### src/rtl/shared_counter_arb_if.sv
// rtl/shared_counter_arb_if.sv - requester/counter bus bundle for shared_counter_arb
//
// Purpose: groups the per-port request bus and the registered status
// returned by the shared counter.
//   req      NPORTS        per-port request
//   op       2*NPORTS      per-port opcode, port i at op[2i+1:2i]
//   wrdata   WIDTH*NPORTS  per-port load data, port i at wrdata[WIDTH*i +: WIDTH]
//   value    WIDTH         current counter value
//   grant    NPORTS        one-hot, port whose op was applied at the last edge
//   wrapped  1             last applied inc/dec crossed (or clamped at) a boundary
//   conflict 1             more than one request was seen at the last edge
//   is_zero  1             value == 0
// The master modport is the requester side; the slave modport is the counter.
interface shared_counter_arb_if #(
    parameter int WIDTH  = 9,
    parameter int NPORTS = 2
);
    logic [NPORTS-1:0]       req;
    logic [2*NPORTS-1:0]     op;
    logic [WIDTH*NPORTS-1:0] wrdata;
    logic [WIDTH-1:0]        value;
    logic [NPORTS-1:0]       grant;
    logic                    wrapped;
    logic                    conflict;
    logic                    is_zero;

    modport master (
        output req, op, wrdata,
        input  value, grant, wrapped, conflict, is_zero
    );

    modport slave (
        input  req, op, wrdata,
        output value, grant, wrapped, conflict, is_zero
    );
endinterface

### src/rtl/shared_counter_arb.sv
// rtl/shared_counter_arb.sv - multi-port shared counter with internal arbiter
//
// Purpose: NPORTS requesters share one WIDTH-bit counter. Each edge with at
// least one request picks a single winner (fixed priority or round-robin)
// and applies that port's load/inc/dec/clear. Losers are not queued; they
// simply keep req high until their grant bit shows up.
// Ports:
//   clk   rising-edge clock
//   rst   synchronous reset, active high
//   bus   shared_counter_arb_if.slave (req/op/wrdata in; value/grant/
//         wrapped/conflict/is_zero out)
// value, grant, wrapped and conflict are registers; is_zero decodes value.
module shared_counter_arb #(
    parameter int WIDTH    = 9,
    parameter int NPORTS   = 2,
    parameter int ARB_MODE = 0,
    parameter int SATURATE = 0
) (
    input  logic                 clk,
    input  logic                 rst,
    shared_counter_arb_if.slave  bus
);

    localparam int IDXW = (NPORTS > 1) ? $clog2(NPORTS) : 1;

    localparam logic [1:0] OP_LOAD  = 2'b00;
    localparam logic [1:0] OP_INC   = 2'b01;
    localparam logic [1:0] OP_DEC   = 2'b10;
    localparam logic [1:0] OP_CLEAR = 2'b11;

    localparam logic [WIDTH-1:0] MAX_VAL = '1;

    logic [WIDTH-1:0]  value_q,    value_d;
    logic [NPORTS-1:0] grant_q,    grant_d;
    logic              wrapped_q,  wrapped_d;
    logic              conflict_q, conflict_d;
    logic [IDXW-1:0]   ptr_q,      ptr_d;

    // Arbiter results
    logic              win_valid;
    logic [IDXW-1:0]   win_idx;
    logic [IDXW-1:0]   scan_start;
    logic [IDXW:0]     scan_sum;
    logic [IDXW-1:0]   scan_idx;

    // Winner's operation and the WIDTH+1 bit inc/dec results; the extra bit
    // is only the carry/borrow that flags a boundary crossing.
    logic [1:0]        win_op;
    logic [WIDTH-1:0]  win_data;
    logic [WIDTH:0]    inc_full;
    logic [WIDTH:0]    dec_full;

    // ------------------------------------------------------------------
    // Arbiter: scan ports starting at scan_start, wrapping modulo NPORTS.
    // Fixed priority always starts at port 0; round-robin starts at the
    // pointer, which names the port that currently has top priority.
    // ------------------------------------------------------------------
    always_comb begin
        win_valid  = 1'b0;
        win_idx    = '0;
        scan_sum   = '0;
        scan_idx   = '0;
        scan_start = (ARB_MODE != 0) ? ptr_q : '0;
        for (int k = 0; k < NPORTS; k++) begin
            scan_sum = {1'b0, scan_start} + (IDXW+1)'(k);
            if (scan_sum >= (IDXW+1)'(NPORTS)) begin
                scan_sum = scan_sum - (IDXW+1)'(NPORTS);
            end
            scan_idx = scan_sum[IDXW-1:0];
            if (!win_valid && bus.req[scan_idx]) begin
                win_valid = 1'b1;
                win_idx   = scan_idx;
            end
        end
    end

    // ------------------------------------------------------------------
    // Next-state for value, status pulses and round-robin pointer.
    // ------------------------------------------------------------------
    always_comb begin
        value_d    = value_q;
        grant_d    = '0;
        wrapped_d  = 1'b0;
        ptr_d      = ptr_q;
        win_op     = bus.op[2*int'(win_idx) +: 2];
        win_data   = bus.wrdata[WIDTH*int'(win_idx) +: WIDTH];
        inc_full   = {1'b0, value_q} + (WIDTH+1)'(1);
        dec_full   = {1'b0, value_q} - (WIDTH+1)'(1);

        // Two or more bits set <=> clearing the lowest set bit leaves some.
        conflict_d = |(bus.req & (bus.req - NPORTS'(1)));

        if (win_valid) begin
            grant_d[win_idx] = 1'b1;

            case (win_op)
                OP_LOAD:  value_d = win_data;
                OP_CLEAR: value_d = '0;
                OP_INC: begin
                    if (inc_full[WIDTH]) begin
                        wrapped_d = 1'b1;
                        value_d   = (SATURATE != 0) ? MAX_VAL : inc_full[WIDTH-1:0];
                    end else begin
                        value_d   = inc_full[WIDTH-1:0];
                    end
                end
                default: begin
                    // OP_DEC: borrow out of the top bit means value was 0
                    if (dec_full[WIDTH]) begin
                        wrapped_d = 1'b1;
                        value_d   = (SATURATE != 0) ? '0 : dec_full[WIDTH-1:0];
                    end else begin
                        value_d   = dec_full[WIDTH-1:0];
                    end
                end
            endcase

            if (ARB_MODE != 0) begin
                ptr_d = (win_idx == IDXW'(NPORTS-1)) ? '0 : win_idx + IDXW'(1);
            end
        end
    end

    always_ff @(posedge clk) begin
        if (rst) begin
            value_q    <= '0;
            grant_q    <= '0;
            wrapped_q  <= 1'b0;
            conflict_q <= 1'b0;
            ptr_q      <= '0;
        end else begin
            value_q    <= value_d;
            grant_q    <= grant_d;
            wrapped_q  <= wrapped_d;
            conflict_q <= conflict_d;
            ptr_q      <= ptr_d;
        end
    end

    assign bus.value    = value_q;
    assign bus.grant    = grant_q;
    assign bus.wrapped  = wrapped_q;
    assign bus.conflict = conflict_q;
    assign bus.is_zero  = (value_q == '0);

endmodule

### src/flat_wrapper.sv
// flat-port wrapper written by rule: the top's interface ports become plain ports
module shared_counter_arb_flat 
#(
    parameter int WIDTH    = 9,
    parameter int NPORTS   = 2,
    parameter int ARB_MODE = 0,
    parameter int SATURATE = 0
)
  (clk, rst, bus_req, bus_op, bus_wrdata, bus_value, bus_grant, bus_wrapped, bus_conflict, bus_is_zero);
  shared_counter_arb_if #(.WIDTH(WIDTH), .NPORTS(NPORTS)) bus_i ();
  input  logic clk;
  input  logic rst;
  input wire logic [$bits(bus_i.req)-1:0] bus_req;
  input wire logic [$bits(bus_i.op)-1:0] bus_op;
  input wire logic [$bits(bus_i.wrdata)-1:0] bus_wrdata;
  output wire logic [$bits(bus_i.value)-1:0] bus_value;
  output wire logic [$bits(bus_i.grant)-1:0] bus_grant;
  output wire logic [$bits(bus_i.wrapped)-1:0] bus_wrapped;
  output wire logic [$bits(bus_i.conflict)-1:0] bus_conflict;
  output wire logic [$bits(bus_i.is_zero)-1:0] bus_is_zero;
  assign bus_i.req = bus_req;
  assign bus_i.op = bus_op;
  assign bus_i.wrdata = bus_wrdata;
  assign bus_value = bus_i.value;
  assign bus_grant = bus_i.grant;
  assign bus_wrapped = bus_i.wrapped;
  assign bus_conflict = bus_i.conflict;
  assign bus_is_zero = bus_i.is_zero;
  shared_counter_arb #(.WIDTH(WIDTH), .NPORTS(NPORTS), .ARB_MODE(ARB_MODE), .SATURATE(SATURATE)) u_core (.clk(clk), .rst(rst), .bus(bus_i));
endmodule
### config.mk
export PLATFORM = sky130hd
export DESIGN_NAME = shared_counter_arb_flat
export DESIGN_NICKNAME = d
export VERILOG_FILES = /design/src/rtl/shared_counter_arb_if.sv /design/src/rtl/shared_counter_arb.sv /design/src/flat_wrapper.sv
export SDC_FILE = /design/constraint.sdc
export NUM_CORES = 1
export LEC_CHECK = 0
export BUFFER_PORTS_ARGS = -buffer_cell sky130_fd_sc_hd__buf_2
export CAP_MARGIN = 10
export CORE_ASPECT_RATIO = 1.4
export CORE_UTILIZATION = 49
export CTS_BUF_LIST = sky130_fd_sc_hd__clkbuf_4 sky130_fd_sc_hd__clkbuf_8 sky130_fd_sc_hd__clkbuf_16
export DETAILED_ROUTE_END_ITERATION = 12
export GPL_TIMING_DRIVEN = 0
export PLACE_DENSITY = 0.8
export SKIP_CTS_REPAIR_TIMING = 1
export SYNTH_ARGS = -nofsm -noshare
export SYNTH_HDL_FRONTEND = slang
export SYNTH_SLANG_ARGS = --single-unit
### constraint.sdc
create_clock -name clk -period 2.1 [get_ports clk]
set_clock_uncertainty 0.2 [all_clocks]
set_input_delay 0.42 -clock clk [delete_from_list [all_inputs] [get_ports clk]]
set_output_delay 0.42 -clock clk [all_outputs]
set_load 0.01 [all_outputs]
==> impl_results.md <==
- Io pins: 40
- First-pass GRT wire length: 4.93 mm
- CTS buffer count: 3
- PortBufs: 39
- Final Util: 65.1%
- Cell Rows: 20
- DR vias: between 1k and 1.5k
- Synthesized flop and latch total: 13
- Hold Crit Class: primary input to register
- Max Slew Vio Count: 0
- Commonest non-fill, non-tap cells in the layout: buf_2 (43), nor2_1 (19), a21oi_1 (16)
- Congestion Overflow GR: 0
- Relative slew slack: 62.3%
- Clock-pin slew on the worst setup and hold paths: approximately 0.080 ns
- Nets: 219
- Cells along the critical path: inv_1 > ha_2 > nor2b_4 > and3_1 > buf_2
- Cells after DPL: 208
- CTS Sinks: 13
- Leak pwr: roughly 0.00063 uW
- Initial DRC Count: 40
- Cell Area, Synth: 1130 um2
- Die Wd: around 43 um
- Placer Congestion: 0.858
- Startpoint Class: register
- Detailed Route WL: just over 3 mm
- Worst Path Class, Setup: register to output port
- Die Ht: between 50 and 60 um
- Synthesis-to-finish area growth: 24.9%
- Fmax: 0.487 GHz
- TritonCTS clock tree: built
- Crit-path max FO: 6
- Root Buffer: clkbuf_4
- # diodes: 0
- Gr usage total: 24.9%
- Part of the cycle the worst path needs: a little over nine tenths
- Final hold violations: 0
- Vias per Instance: 6.25
- Post-Syn Nets: 175
- Worst skew pair latency: 0.27 ns
- Worst-margin pin slew: 0.565 ns
- Synth cell types: 50
- Post-synthesis cell count: 147
- Cell Pwr Density: 559 nW/um2
- Peak VDD IR: 0.282 mV
- Vias in the first global route: 1153
- Starting Density: 52.1%
- Status: complete, no violations
- Routed WL per cell: around 14 um
- Initial antenna violation count: 0
- Pre-CTS setup slack: 0.0905 ns
- Routed Antenna Nets: 0
- Slack of the critical path: 0.0462 ns
- Pwr Total: 792 uW
- Die Footprint: 2510 um2
- Register area share after synthesis: 23.0%
- Tmin final: 2.05 ns
- Core ar.: 2180 um2
- WP data required: approximately 1.5 ns
- Largest net degree at the start of global routing: 11
- Worst path slowest cell: dfxtp_4
- Maxcap violations: 0
- Crit-path max cell delay: 0.37 ns
- CP Capture Type: output port
- Number of fill cells: 195
- Longest Clk Path Bufs: 2
- Drt first pass iters: 4
- DRC violation count after routing: 0
- Post-route insts no fill: 212
- Synth warn: 0
- Number of synthesized flops with an enable pin: 0
- Worst EP arrival: 1.43 ns
- Asr flop ratio synth: 0%
- Final setup viols: 0
- Syn Area/Cell: 7.71 um2
- H-Tree Depth: 1
- DPL Wire Length: 2.33 mm
- Layout cells sized above 1: 35.3%
- Setup_tns: 0 ns
- Ys flop type: dfxtp_1
- Commonest non-fill, non-tap cell in the layout: buf_2
cell usage after synthesis, types with 3 or more instances:
| library cell | number | share of area, % |
|---|---|---|
| dfxtp_1 | 13 | 23 |
| a21oi_1 | 16 | 7.1 |
| nand2_1 | 12 | 4.0 |
| xnor2_1 | 4 | 3.1 |
| xor2_1 | 3 | 2.3 |
| nor4_1 | 3 | 1.7 |
| buf_2 | 4 | 1.8 |
| nand3_1 | 5 | 2.2 |
| clkbuf_1 | 3 | 0.99 |
| nand2b_1 | 8 | 4.4 |
| nor2_1 | 19 | 6.3 |
| nor3_1 | 6 | 2.6 |
| inv_1 | 5 | 1.7 |
worst max-delay path, delay by kind of cell (launching register included):
kind / cells / cell delay (ns)
fa+ha+maj: 1 / 0.21
buf+inv: 2 / 0.21
flops: 1 / 0.37
simple gates: 2 / 0.37
cells by family after synthesis:
group | count (synthesis) | synth area share, %
XOR/XNOR | 7 | 5.41
multiplexers | 5 | 7.06
AND/OR/NAND/NOR | 69 | 32.0
adder cells (fa/ha/maj) | 2 | 2.21
flip-flops | 13 | 23.0
AO/OA/AOI/OAI | 37 | 24.3
buffers and inverters | 14 | 6.07
power by group:
| group | total (uW) | switching, uW | internal [uW] |
|---|---|---|---|
| sequential | 293 | 25.4 | 268 |
| combinational | 327 | 179 | 148 |
| clock | 172 | 85.1 | 86.5 |
| total | 792 | 290 | 502 |
per-layer routing:
| metal | routed length, um | share of wire, % | global-route usage (%) | vias to the layer above |
|---|---|---|---|---|
| li1 | - | - | - | 620 |
| met1 | 1150 | 38 | 28.8 | 609 |
| met2 | 1520 | 50 | 45.9 | 79 |
| met3 | 233 | 7.7 | 2.45 | 18 |
| met4 | 129 | 4.3 | 9.82 | 0 |
| met5 | 0 | 0 | 0 | - |
sequential cells by signal, indices dropped and copies added, names as in the netlist:
name                 count
u_core.bus.conflict      1
u_core.bus.grant         2
u_core.bus.value         9
u_core.bus.wrapped       1
worst paths after layout:
path	start	endpoint	slack (ns)	cells past startpoint
worst max register to register	u_core.bus.value[2]	u_core.bus.value[3]	0.30	5
worst min register to register	u_core.bus.value[1]	u_core.bus.value[1]	0.30	2
worst min-delay path	rst	u_core.bus.grant[0]	0.13	2
worst max-delay path	u_core.bus.value[0]	bus_is_zero	0.05	5
per-stage QoR:
step	hold WS (ns)	cell area, um2
floorplan	0.299	1130
global placement	0.313	1360
detailed placement	0.325	1360
CTS	0.119	1390
global route	0.119	1420
finish	0.125	1420
final cells by class:
class	count	area, um2	area share, %
buffer	9	50.0	3.53
sequential	13	265	18.7
timing repair buffer	39	195	13.8
clock buffer	4	30.0	2.12
multi-input combinational	120	830	58.6
inverter	5	18.8	1.33
tap	22	27.5	1.94
Note: power is estimated with default switching activity, not from simulation.
